## src/rtl/ct_spsram_arb_ctrl.sv

```systemverilog
// Two-requester round-robin arbiter and pin sequencer for one single-port SRAM.
// Optional post-reset array clear is enabled by defining SPSRAM_INIT_EN.
module ct_spsram_arb_ctrl #(
    parameter int ADDR_WIDTH = 13,
    parameter int DATA_WIDTH = 32,
    parameter int DEPTH      = 8192
) (
    input  logic                    forever_cpuclk,
    input  logic                    cpurst_b,
    input  logic                    req0_vld,
    input  logic                    req0_wr,
    input  logic [ADDR_WIDTH-1:0]   req0_addr,
    input  logic [DATA_WIDTH/8-1:0] req0_be,
    input  logic [DATA_WIDTH-1:0]   req0_wdata,
    output logic                    req0_rdy,
    output logic                    req0_rvld,
    input  logic                    req1_vld,
    input  logic                    req1_wr,
    input  logic [ADDR_WIDTH-1:0]   req1_addr,
    input  logic [DATA_WIDTH/8-1:0] req1_be,
    input  logic [DATA_WIDTH-1:0]   req1_wdata,
    output logic                    req1_rdy,
    output logic                    req1_rvld,
    output logic [DATA_WIDTH-1:0]   rdata,
    output logic                    init_done,
    output logic [ADDR_WIDTH-1:0]   sram_a,
    output logic                    sram_cen,
    output logic                    sram_gwen,
    output logic [DATA_WIDTH-1:0]   sram_wen,
    output logic [DATA_WIDTH-1:0]   sram_d,
    input  logic [DATA_WIDTH-1:0]   sram_q
);
    localparam int BE_W = DATA_WIDTH / 8;

    if (DEPTH != (1 << ADDR_WIDTH)) begin : g_depth_chk
        $error("DEPTH must equal 2**ADDR_WIDTH");
    end

    function automatic logic [DATA_WIDTH-1:0] be_to_wen(input logic [BE_W-1:0] be);
        logic [DATA_WIDTH-1:0] wen;
        wen = '1;
        for (int k = 0; k < BE_W; k++) begin
            wen[k*8 +: 8] = {8{~be[k]}};
        end
        return wen;
    endfunction

    logic                  ptr_q, ptr_d;
    logic                  rvld0_q, rvld0_d, rvld1_q, rvld1_d;
    logic [ADDR_WIDTH-1:0] last_a_q, last_a_d;
    logic [DATA_WIDTH-1:0] last_d_q, last_d_d;
    logic                  arb_en;

`ifdef SPSRAM_INIT_EN
    typedef enum logic {ST_INIT, ST_ARB} state_t;
    localparam logic [ADDR_WIDTH-1:0] LAST_ADDR = ADDR_WIDTH'(DEPTH - 1);

    state_t                state_q, state_d;
    logic [ADDR_WIDTH-1:0] cnt_q, cnt_d;
    logic                  init_done_q, init_done_d;

    assign arb_en    = (state_q == ST_ARB);
    assign init_done = init_done_q;
`else
    assign arb_en    = 1'b1;
    assign init_done = 1'b1;
`endif

    // Gating with cpurst_b keeps the pins idle while reset is held.
    logic gnt_vld, gnt_sel;
    always_comb begin
        gnt_vld = 1'b0;
        gnt_sel = 1'b0;
        if (cpurst_b && arb_en) begin
            if (req0_vld && req1_vld) begin
                gnt_vld = 1'b1;
                gnt_sel = ptr_q;
            end else if (req0_vld) begin
                gnt_vld = 1'b1;
                gnt_sel = 1'b0;
            end else if (req1_vld) begin
                gnt_vld = 1'b1;
                gnt_sel = 1'b1;
            end
        end
    end

    logic                  sel_wr;
    logic [ADDR_WIDTH-1:0] sel_addr;
    logic [BE_W-1:0]       sel_be;
    logic [DATA_WIDTH-1:0] sel_wdata;

    assign sel_wr    = gnt_sel ? req1_wr    : req0_wr;
    assign sel_addr  = gnt_sel ? req1_addr  : req0_addr;
    assign sel_be    = gnt_sel ? req1_be    : req0_be;
    assign sel_wdata = gnt_sel ? req1_wdata : req0_wdata;

    always_comb begin
        ptr_d     = ptr_q;
        rvld0_d   = 1'b0;
        rvld1_d   = 1'b0;
        last_a_d  = last_a_q;
        last_d_d  = last_d_q;
        req0_rdy  = 1'b0;
        req1_rdy  = 1'b0;
        sram_cen  = 1'b1;
        sram_gwen = 1'b1;
        sram_wen  = '1;
        sram_a    = last_a_q;
        sram_d    = last_d_q;
`ifdef SPSRAM_INIT_EN
        state_d     = state_q;
        cnt_d       = cnt_q;
        init_done_d = init_done_q;
        if (cpurst_b && state_q == ST_INIT) begin
            sram_cen  = 1'b0;
            sram_gwen = 1'b0;
            sram_wen  = '0;
            sram_a    = cnt_q;
            sram_d    = '0;
            last_a_d  = cnt_q;
            last_d_d  = '0;
            cnt_d     = cnt_q + ADDR_WIDTH'(1);
            if (cnt_q == LAST_ADDR) begin
                state_d     = ST_ARB;
                init_done_d = 1'b1;
            end
        end
`endif
        if (gnt_vld) begin
            req0_rdy = ~gnt_sel;
            req1_rdy = gnt_sel;
            sram_cen = 1'b0;
            sram_a   = sel_addr;
            last_a_d = sel_addr;
            ptr_d    = ~gnt_sel;
            if (sel_wr) begin
                sram_gwen = 1'b0;
                sram_wen  = be_to_wen(sel_be);
                sram_d    = sel_wdata;
                last_d_d  = sel_wdata;
            end else begin
                // SRAM returns data next cycle; tag it with the issuing requester.
                rvld0_d = ~gnt_sel;
                rvld1_d = gnt_sel;
            end
        end
    end

    always_ff @(posedge forever_cpuclk or negedge cpurst_b) begin
        if (!cpurst_b) begin
            ptr_q       <= 1'b0;
            rvld0_q     <= 1'b0;
            rvld1_q     <= 1'b0;
            last_a_q    <= '0;
            last_d_q    <= '0;
`ifdef SPSRAM_INIT_EN
            state_q     <= ST_INIT;
            cnt_q       <= '0;
            init_done_q <= 1'b0;
`endif
        end else begin
            ptr_q       <= ptr_d;
            rvld0_q     <= rvld0_d;
            rvld1_q     <= rvld1_d;
            last_a_q    <= last_a_d;
            last_d_q    <= last_d_d;
`ifdef SPSRAM_INIT_EN
            state_q     <= state_d;
            cnt_q       <= cnt_d;
            init_done_q <= init_done_d;
`endif
        end
    end

    assign req0_rvld = rvld0_q;
    assign req1_rvld = rvld1_q;
    assign rdata     = sram_q;

endmodule
```

## config.mk

```make
export PLATFORM = sky130hd
export DESIGN_NAME = ct_spsram_arb_ctrl
export DESIGN_NICKNAME = d
export VERILOG_FILES = /design/src/rtl/ct_spsram_arb_ctrl.sv
export SDC_FILE = /design/constraint.sdc
export NUM_CORES = 1
export LEC_CHECK = 0
export BUFFER_PORTS_ARGS = -buffer_cell sky130_fd_sc_hd__buf_4
export CAP_MARGIN = 20
export CORE_MARGIN = 2
export CORE_UTILIZATION = 28
export CTS_BUF_LIST = sky130_fd_sc_hd__clkbuf_16
export CTS_CLUSTER_SIZE = 14
export DETAILED_ROUTE_END_ITERATION = 6
export PLACE_DENSITY = 0.67
export SLEW_MARGIN = 40
export SYNTH_ARGS = -nofsm -noshare
export SYNTH_HDL_FRONTEND = slang
export SYNTH_SLANG_ARGS = --single-unit
```

## constraint.sdc

```tcl
create_clock -name forever_cpuclk -period 4.4 [get_ports forever_cpuclk]
set_clock_uncertainty 0.05 [all_clocks]
set_input_delay 0.22 -clock forever_cpuclk [delete_from_list [all_inputs] [get_ports forever_cpuclk]]
set_output_delay 0.22 -clock forever_cpuclk [all_outputs]
set_load 0.01 [all_outputs]
```

Word level (Yosys, flattened, before mapping)
Index checks and enable logic that the tools add are counted.
- muxes and demuxes: 25
- reductions and logical operators: 1
- bitwise gates (word level): 5
- operator list (operator ; number):
    $mux 32 ; 5
    $mux 13 ; 2
    $mux 1 ; 17
    $not 1->1 ; 5
    $mux 4 ; 1
    $logic_and 1x1->1 ; 1
- flip-flop bits (word level): 48
- input port bits: 136
- output and inout port bits: 116
- logic and storage cells: 36

Depth between registers and ports, before layout
Gate-level depths: netlist (run 1).
- word-level depth: 8
- mapped depth: 8
- gate-level depth less buffers: 5

Least setup slack after synthesis (run 1)
OpenSTA, ideal clock, no wires.
- path kind: flip-flop to output port
- start: reg ptr_q
- end: out sram_wen[10]
- path buffers: 2
- data arrival time: 1582 ps
- setup slack: 2548 ps
- stages on the path, launching flop included: 7
- required time: 4130 ps
- cells stage by stage: dfrtp_1 nand2b_2 and3_4 o21ai_4 buf_6 a21o_1 buf_4
- longest elaborated chain between the ends: 6
- elaborated cells between the ends (all ways): 7
- classes of those cells: mux: 6; bitwise: 1
- RTL lines (item ; RTL line ; source):
    start: declaration ; 48 ; logic ptr_q, ptr_d;
    start signal: assignment ; 163 ; ptr_q <= ptr_d;
    $mux 1 * ; 75 ; if (req0_vld && req1_vld) begin
    $mux 1 * ; 74 ; if (cpurst_b && arb_en) begin
    $mux 4 ; 95 ; assign sel_be = gnt_sel ? req1_be : req0_be;
    $not 1->1 ; 43 ; wen[k*8 +: 8] = {8{~be[k]}};
    $mux 32 * ; 137 ; if (sel_wr) begin
    $mux 32 * ; 130 ; if (gnt_vld) begin
    end: declaration ; 29 ; output logic [DATA_WIDTH-1:0] sram_wen,
Every way passes the cells marked *; elsewhere a longest branch is shown, timed or not.

Worst setup path in the final report (run 1)
- start: in cpurst_b
- end: out sram_a[5]
- longest elaborated chain between the ends: 3
- elaborated cells between the ends (all ways): 4
- classes of those cells: mux: 4
- RTL lines (item ; RTL line ; source):
    start: declaration ; 9 ; input logic cpurst_b,
    $mux 1 ; 74 ;
    $mux 13 ; 94 ; assign sel_addr = gnt_sel ? req1_addr : req0_addr;
    $mux 13 * ; 130 ;
    end: declaration ; 26 ; output logic [ADDR_WIDTH-1:0] sram_a,
Marks and branches as above.

==> impl_metrics.yaml, run 1 <==
placement:
  port_buffers: 186
  post_dp_cell_area_um2: 4041
  place_ws_ns: 1.715
  dp_cells: 488
  gp_congestion: 0.7110
  dp_hpwl_mm: 5.654
drt:
  drc: 0
  wl_mm: 7.561
  drt_pass1_iterations: 4
  drtAntennaViolNets: 0
  drtIter0Drc: 43
  viasPerCell: 4.388
  wl_per_cell_um: 15.18
  num_vias: 2185
synthesis:
  ys.flop_type: "dfrtp_1"
  synth_warnings: 0
  ys_seq_area_frac: 0.3997
  syn-cell-area_um2: 3005
  synth-edff-count: 0
  syn_avg_cell_area_um2: 12.79
  synth_top_cell_by_area: "dfrtp_1"
  synth-seq-cells: 48
  async_flop_share: 1.000
  synth_top_area_share: 0.3997
  synth_nets: 371
  yosysMostFrequentCell: "buf_4"
  syn_inst: 235
  synth_commonest_cells: "buf_4, dfrtp_1, mux2_4"
  synthDistinctLibCells: 20
  synth_area_leaders: "dfrtp_1, mux2_4, buf_4"
floorplan:
  start_util: 0.2898
  die_area_um2: 11580
  die-width_um: 107.6
  die_h_um: 107.6
  ios: 252
  rows: 37
  core_um2: 10370
global_routing:
  grt_antenna_before_repair: 0
  grtUsageTotal: 0.1275
  grt_pass1_wl_mm: 11.56
  overflow: 0
  grt_max_degree: 52
  grt_pass1_vias: 2385
sta:
  slew_headroom: 0.5130
  period_minus_slack_ns: 3.054
  worst_slack_ns: 1.346
  fmax_mhz: 327.5
  rsz0062_at_grt: "false"
  tightest_slew_ns: 0.7297
  setup_viol: 0
  fin_hold_ws_ns: 0.05744
  slew_viol_final: 0
  final.setup.tns_ns: 0
  finalHoldViolations: 0
  finalCritPeriodShare: 0.6940
finish:
  antenna_cells: 0
  nNetsFinal: 497
  area_growth_syn_to_layout_pct: 39.97
  finalInstanceArea_um2: 4207
  drive_above_1_share: 0.7320
  fin_cells: 498
clocking:
  cts_tree: "built"
  cts_max_level: 2
  post-cts-setup-buffer-count: 0
  cts_sinks: 48
  root_buffer: "clkbuf_16"
  clk_pin_slew_ns: 0.06
  cts_made_buffers: 5
  clk_path_buf_depth: 2
  worstSkewPairLatency_ns: 0.28
critical_path:
  cpPeakStageDelay_ns: 0.57
  critPathSlowestCell: "inv_1"
  path_class: "in -> out"
  crit_top_cell: "buf_4"
  cp_max_fo: 51
  arrival_ns: 2.78
  crit_path_end_kind: "output pin"
  worstPathCellList: "dlygate4sd3_1 -> buf_4 -> nand3_2 -> inv_1 -> nor2_2 -> a21o_1 -> buf_4"
  worstPathRequired_ns: 4.13
  cp-start-kind: "input pin"
  rrSetupSlack_ns: 2.21
run:
  maxCapViolations: 0
pwr:
  pwr_density_cell_nw_per_um2: 357.4
  leakage_nw: 2.247
  peakVddDrop_uv: 160.9
run_status:
  status: "finished clean"
hold_path:
  hold_class: "in -> reg"
layer usage:
layer  track usage  vias to the layer above  part of all wire  wire length (um)
met3       0.03753                       24             0.088               663
met4       0.05037                        0             0.024               182
met2        0.2314                      137              0.51              3854
met5             0                        -                 0                 0
met1        0.1381                     1023              0.38              2860
li1              -                     1001                 -                 -
per-stage QoR:
| step | power, W | util |
|---|---|---|
| after floorplan | 0.0009070 | - |
| after global placement | 0.001137 | 0.3895 |
| after detailed placement | 0.001149 | 0.3897 |
| after CTS | 0.001533 | 0.4042 |
| after global routing | 0.001598 | 0.4056 |
| final | 0.001503 | 0.4056 |
path summary, 6_finish.rpt:
path,depth (start not counted),to,startpoint
min in group asynchronous,2,last_d_q[21]$_DFF_PN0_,cpurst_b
min,2,req0_rvld$_DFF_PN0_,req0_wr
max reg2reg,6,last_d_q[29]$_DFF_PN0_,ptr_q$_DFFE_PN0P_
max,7,sram_a[5],cpurst_b
max in group asynchronous,2,last_a_q[9]$_DFF_PN0_,cpurst_b
min reg2reg,1,last_d_q[15]$_DFF_PN0_,last_d_q[15]$_DFF_PN0_
repair_timing:
item | in CTS | in global routing
hold buffers | 1 | 0
gates resized for setup | 0 | 0
setup endpoints to repair | 0 | 0
endpoints found under the hold margin | 48 | 0
state kept, by name, indices dropped and copies added (netlist names):
name       cells
ptr_q          1
last_a_q      13
last_d_q      32
req1_rvld      1
req0_rvld      1
logic make-up (layout without fill, tap and decap cells):
| kind of cell | Yosys count | in the layout | share of synthesized area |
|---|---|---|---|
| buffers and inverters | 73 | 200 | 0.1861 |
| muxes | 64 | 64 | 0.2960 |
| DFF | 48 | 48 | 0.3997 |
| AOI/OAI and AO/OA | 34 | 34 | 0.09159 |
| and+or+nand+nor | 15 | 15 | 0.02539 |
| other | 1 | 1 | 0.001248 |
worst max-delay path: cells and delay by family:
kind	cells	cell delay, ns
AND/OR/NAND/NOR	2	0.45
buffers and inverters	4	1.79
AO/OA/AOI/OAI	1	0.28
report_power, final:
part | leakage, nW | total, W | internal [W] | switching (W)
Sequential | 0.571 | 0.000562 | 0.000536 | 0.0000257
Clock | 0.0687 | 0.000367 | 0.000207 | 0.000161
Combinational | 1.61 | 0.000574 | 0.000346 | 0.000229
placed cells by master (no fill, tap or decap), types with 2 or more instances in the layout:
cell type and n:
a21o_1 18, a22o_1 13, mux2_4 45, mux2_2 19
nand2_1 9, dfrtp_1 48, buf_4 189, inv_1 2
clkbuf_16 5
area by class of cell:
| cell class | count | area, um2 |
|---|---|---|
| clock buffer | 5 | 125.1 |
| clock inverter | 3 | 15.01 |
| fill | 998 | 6163 |
| inverter | 1 | 3.754 |
| multi-input combinational | 114 | 1247 |
| sequential | 48 | 1201 |
| tap | 136 | 170.2 |
| timing repair buffer | 191 | 1444 |
Note: power is estimated with default switching activity, not from simulation.
==> run 2: changes to the inputs <==
--- a/config.mk
+++ b/config.mk
@@ -12,7 +12,7 @@
 export CTS_BUF_LIST = sky130_fd_sc_hd__clkbuf_16
 export CTS_CLUSTER_SIZE = 14
 export DETAILED_ROUTE_END_ITERATION = 6
-export PLACE_DENSITY = 0.67
+export PLACE_DENSITY = 0.69
 export SLEW_MARGIN = 40
 export SYNTH_ARGS = -nofsm -noshare
 export SYNTH_HDL_FRONTEND = slang
==> constraint.sdc (replaced) <==
create_clock -name forever_cpuclk -period 2.6 [get_ports forever_cpuclk]
set_clock_uncertainty 0.05 [all_clocks]
set_input_delay 0.13 -clock forever_cpuclk [delete_from_list [all_inputs] [get_ports forever_cpuclk]]
set_output_delay 0.13 -clock forever_cpuclk [all_outputs]
set_load 0.01 [all_outputs]
==> run 2 against run 1 <==
Against the previous run: cell count is 0.80% higher; sequential share of layout area shrank 0.31 points; largest power group unchanged; highest routed layer unchanged; worst setup slack lost 1.1 ns; global-route usage increased by 0.21 points; first-iteration DRC count is 65% higher.
==> impl_metrics.yaml, run 2 (synthesis results as in run 1) <==
run_status:
  status: "finished clean"
floorplan:
  die-width_um: 107.6
  die_area_um2: 11580
  die_h_um: 107.6
  start_util: 0.2898
  ios: 252
  rows: 37
  core_um2: 10370
clocking:
  post-cts-setup-buffer-count: 0
  cts_max_level: 2
  cts_sinks: 48
  cts_made_buffers: 5
  worstSkewPairLatency_ns: 0.28
  cts_tree: "built"
  clk_pin_slew_ns: 0.07
  clk_path_buf_depth: 2
  root_buffer: "clkbuf_16"
finish:
  mostFrequentLayoutCells: "buf_4, dfrtp_1, mux2_4"
  reg_top3: "last_d_q: 32 flops, last_a_q: 13 flops"
  fill_cells: 983
  drive_above_1_share: 0.7322
  nNetsFinal: 501
  largest_reg_flops: 32
  final_common_cell: "buf_4"
  top_register: "last_d_q"
  antenna_cells: 0
  area_growth_syn_to_layout_pct: 41.51
global_routing:
  grtUsageMet3: 0.04358
  grt_max_degree: 42
  grtUsageTotal: 0.1296
  grt-busiest-layer: "met2"
  grt_antenna_before_repair: 0
  grt_pass1_vias: 2275
  grt_pass1_wl_mm: 11.61
  grt_util_met1: 0.1444
  grtUsageMet2: 0.2255
  overflow: 0
drt:
  drt_pass1_iterations: 4
  wl_per_cell_um: 15.35
  wl_mm: 7.705
  drc: 0
  drtAntennaViolNets: 0
  drtIter0Drc: 71
  viasPerCell: 4.428
  num_vias: 2223
hold_path:
  hold_class: "in -> reg"
placement:
  gp_congestion: 0.7108
  dp_hpwl_mm: 5.969
  port_buffers: 186
critical_path:
  worstPathRequired_ns: 2.42
  cp-start-kind: "input pin"
  arrival_ns: 2.20
  crit_path_end_kind: "output pin"
  cp_max_fo: 35
  path_class: "in -> out"
sta:
  final.setup.tns_ns: 0
  fmax_mhz: 419.4
  period_minus_slack_ns: 2.384
  finalCritPeriodShare: 0.9170
  fin_hold_ws_ns: 0.01469
  slew_headroom: 0.5164
  tightest_slew_ns: 0.7252
  rsz0062_at_grt: "false"
  setup_viol: 0
  slew_viol_final: 0
  finalHoldViolations: 0
pwr:
  pwr_density_cell_nw_per_um2: 602.0
  total_power_w: 0.002560
  leakage_nw: 2.269
  peakVddDrop_uv: 287.2
run:
  maxCapViolations: 0
[run 2: report_power, final]
group / internal [W] / switching, W / leakage (nW) / total (W)
Clock: 0.000352 / 0.000276 / 0.0764 / 0.000628
Combinational: 0.000591 / 0.000389 / 1.62 / 0.000979
Sequential: 0.000907 / 0.0000458 / 0.571 / 0.000953
[run 2: cell type report]
| type | count | area [um2] | share of cell area |
|---|---|---|---|
| tap | 136 | 170.2 | 0.04001 |
| inverter | 1 | 7.507 | 0.001765 |
| multi-input combinational | 114 | 1249 | 0.2936 |
| clock buffer | 5 | 125.1 | 0.02942 |
| sequential | 48 | 1201 | 0.2824 |
| timing repair buffer | 195 | 1484 | 0.3489 |
| clock inverter | 3 | 16.27 | 0.003825 |
[run 2: worst paths after layout]
| kind | start | end | slack [ns] | depth (start not counted) |
|---|---|---|---|---|
| setup / recovery | cpurst_b | sram_d[2] | 0.22 | 7 |
| hold / removal | req0_addr[12] | last_a_q[12]$_DFF_PN0_ | 0.01 | 2 |
| setup reg to reg | ptr_q$_DFFE_PN0P_ | last_d_q[1]$_DFF_PN0_ | 0.70 | 5 |
| hold reg to reg | last_d_q[0]$_DFF_PN0_ | last_d_q[0]$_DFF_PN0_ | 0.45 | 1 |
| max in group asynchronous | cpurst_b | last_d_q[30]$_DFF_PN0_ | 1.50 | 3 |
| min in group asynchronous | cpurst_b | last_a_q[6]$_DFF_PN0_ | 0.19 | 2 |
[run 2: what timing repair did]
item,in CTS,in global routing
endpoints found under the setup margin,0,29
resized for setup,0,1
endpoints found under the hold margin,9,0
hold buffers,3,0
[run 2: worst max-delay path, stage by stage]
cell and delay, ns:
dlygate4sd3_1 0.53, buf_4 0.20, nand3_2 0.22, buf_12 0.28, mux2_2 0.38, mux2_2 0.27, buf_4 0.15
[run 2: metal layers]
layer | vias to the layer above | wire length (um)
met4 | 0 | 229
met2 | 138 | 3845
li1 | 1013 | -
met1 | 1048 | 2840
met3 | 24 | 790
met5 | - | 0
[run 2: metrics by stage]
stage	utilization	worst slack [ns]	instances	instance area, um2
5_1_grt	0.4101	0.06375	502	4253
4_1_cts	0.4097	0.05727	502	4249
3_5_place_dp	0.3932	0.5407	491	4078
3_3_place_gp	0.3929	0.5599	491	4074
6_report	0.4101	0.2159	502	4253
2_1_floorplan	-	0.8375	235	3005
==> run 3: changes to the inputs <==
--- a/config.mk
+++ b/config.mk
@@ -8,11 +8,11 @@
 export BUFFER_PORTS_ARGS = -buffer_cell sky130_fd_sc_hd__buf_4
 export CAP_MARGIN = 20
 export CORE_MARGIN = 2
-export CORE_UTILIZATION = 28
+export CORE_UTILIZATION = 30
 export CTS_BUF_LIST = sky130_fd_sc_hd__clkbuf_16
 export CTS_CLUSTER_SIZE = 14
 export DETAILED_ROUTE_END_ITERATION = 6
-export PLACE_DENSITY = 0.69
+export PLACE_DENSITY = 0.73
 export SLEW_MARGIN = 40
 export SYNTH_ARGS = -nofsm -noshare
 export SYNTH_HDL_FRONTEND = slang
==> run 3 against run 2 <==
Against the previous run: first-iteration DRC count grew 5.6%; register-to-register slack lost 0.04 ns; global-route usage grew 0.91 points; clock power grew 2%; power grew 0.52%; critical path depth grew 2; largest cell class unchanged; highest routed layer unchanged.
==> impl_metrics.yaml, run 3 (synthesis results as in run 1) <==
run_status:
  status: "finished clean"
floorplan:
  start_util: 0.3089
  die_h_um: 104.1
  rows: 36
  core_um2: 9729
  ios: 252
  die_area_um2: 10830
  die-width_um: 104.1
drt:
  drt_pass1_iterations: 4
  met2_length_mm: 3.934
  num_vias: 2230
  wl_mm: 7.665
  viasPerCell: 4.442
  wl_per_cell_um: 15.27
  drt-met1-wl_mm: 2.863
  drc: 0
  drtAntennaViolNets: 0
  top_layer: "met4"
  wl_met3_um: 759
  drtIter0Drc: 75
critical_path:
  crit_family: "buffers and inverters"
  worstPathCellList: "nand2b_2 -> nand3_2 -> buf_4 -> clkinvlp_4 -> buf_4 -> nor2_1 -> buf_4 -> a21o_1 -> buf_4"
  rrSetupSlack_ns: 0.66
  arrival_ns: 2.24
  path_class: "reg -> out"
  critPathSlowestCell: "dfrtp_1"
  cpPeakStageDelay_ns: 0.39
  cp_max_fo: 21
  cp-start-kind: "register"
  crit_top_cell: "buf_4"
  worstPathRequired_ns: 2.42
  worst-path-buf-inv: 5
  crit_path_end_kind: "output pin"
finish:
  final_common_cell: "buf_4"
  largest_reg_flops: 32
  top_register: "last_d_q"
  area_growth_syn_to_layout_pct: 41.88
  finalInstanceArea_um2: 4264
  fill_cells: 902
  reg_top3: "last_d_q: 32 flops, last_a_q: 13 flops"
  multi_input_area_um2: 1249
  nNetsFinal: 504
  antenna_cells: 0
  drive_above_1_share: 0.7371
  seqCellArea_um2: 1201
  mostFrequentLayoutCells: "buf_4, dfrtp_1, mux2_4"
sta:
  fmax_mhz: 414.0
  tightest_slew_ns: 0.6917
  finalCritPeriodShare: 0.9291
  period_minus_slack_ns: 2.416
  fin_hold_ws_ns: 0.01434
  worst_slack_ns: 0.1844
  final.setup.tns_ns: 0
  setup_viol: 0
  slew_viol_final: 0
  slew_headroom: 0.5388
  finalHoldViolations: 0
  rsz0062_at_grt: "false"
clocking:
  cts_sinks: 48
  cts_max_level: 2
  root_buffer: "clkbuf_16"
  clk_path_buf_depth: 2
  cts_tree: "built"
  worstSkewPairLatency_ns: 0.29
  cts_made_buffers: 5
  clk_pin_slew_ns: 0.07
hold_path:
  hold_class: "in -> reg"
placement:
  dp_hpwl_mm: 5.936
  place_ws_ns: 0.3667
  post_dp_cell_area_um2: 4061
  gp_congestion: 0.7555
  port_buffers: 186
global_routing:
  grt_pass1_wl_mm: 12.08
  grt_max_degree: 39
  overflow: 0
  grtUsageTotal: 0.1386
  grt_pass1_vias: 2392
  grt_antenna_before_repair: 0
pwr:
  peakVddDrop_uv: 253.4
  pwr_density_cell_nw_per_um2: 603.5
  leakage_nw: 2.269
run:
  maxCapViolations: 0
==> run 3: final timing paths <==
| path | start | to | depth (start not counted) |
|---|---|---|---|
| setup / recovery | ptr_q$_DFFE_PN0P_ | sram_a[0] | 9 |
| hold / removal | req0_addr[5] | last_a_q[5]$_DFF_PN0_ | 2 |
| setup reg to reg | ptr_q$_DFFE_PN0P_ | last_a_q[0]$_DFF_PN0_ | 8 |
| hold reg to reg | last_d_q[16]$_DFF_PN0_ | last_d_q[16]$_DFF_PN0_ | 1 |
| max in group asynchronous | cpurst_b | last_d_q[28]$_DFF_PN0_ | 3 |
| min in group asynchronous | cpurst_b | last_d_q[31]$_DFF_PN0_ | 3 |
==> run 3: layout make-up <==
class,instances,area share
inverter,1,0.001761
clock buffer,5,0.02934
tap,133,0.03903
clock inverter,3,0.004401
multi-input combinational,114,0.2928
timing repair buffer,197,0.3492
timing repair inverter,1,0.001761
sequential,48,0.2817
==> run 3: power breakdown <==
part	total (W)	leakage [nW]	switching, W	internal [W]
Combinational	0.000977	1.62	0.000387	0.000590
Clock	0.000642	0.0736	0.000287	0.000355
Sequential	0.000954	0.571	0.0000471	0.000907
Total	0.00257	2.27	0.000721	0.00185
==> run 3: timing repair <==
item / 4_1_cts / 5_1_grt
endpoints found under the setup margin: 0 / 29
hold endpoints to repair: 12 / 0
hold buffers: 4 / 0
gates resized for setup: 0 / 2
setup buffers: 0 / 1
==> run 3: routing by layer <==
layer | GRT usage | up-vias
met2 | 0.2458 | 138
met3 | 0.05326 | 17
met5 | 0 | -
met1 | 0.1527 | 1061
met4 | 0.04344 | 0
li1 | - | 1014
==> run 3: through the flow <==
step	power [W]	cells	util
detailed placement	0.001951	488	0.4174
global route	0.002726	502	0.4383
global placement	0.001931	488	0.4171
CTS	0.002613	500	0.4363
finish	0.002573	502	0.4383
floorplan	0.001535	235	-
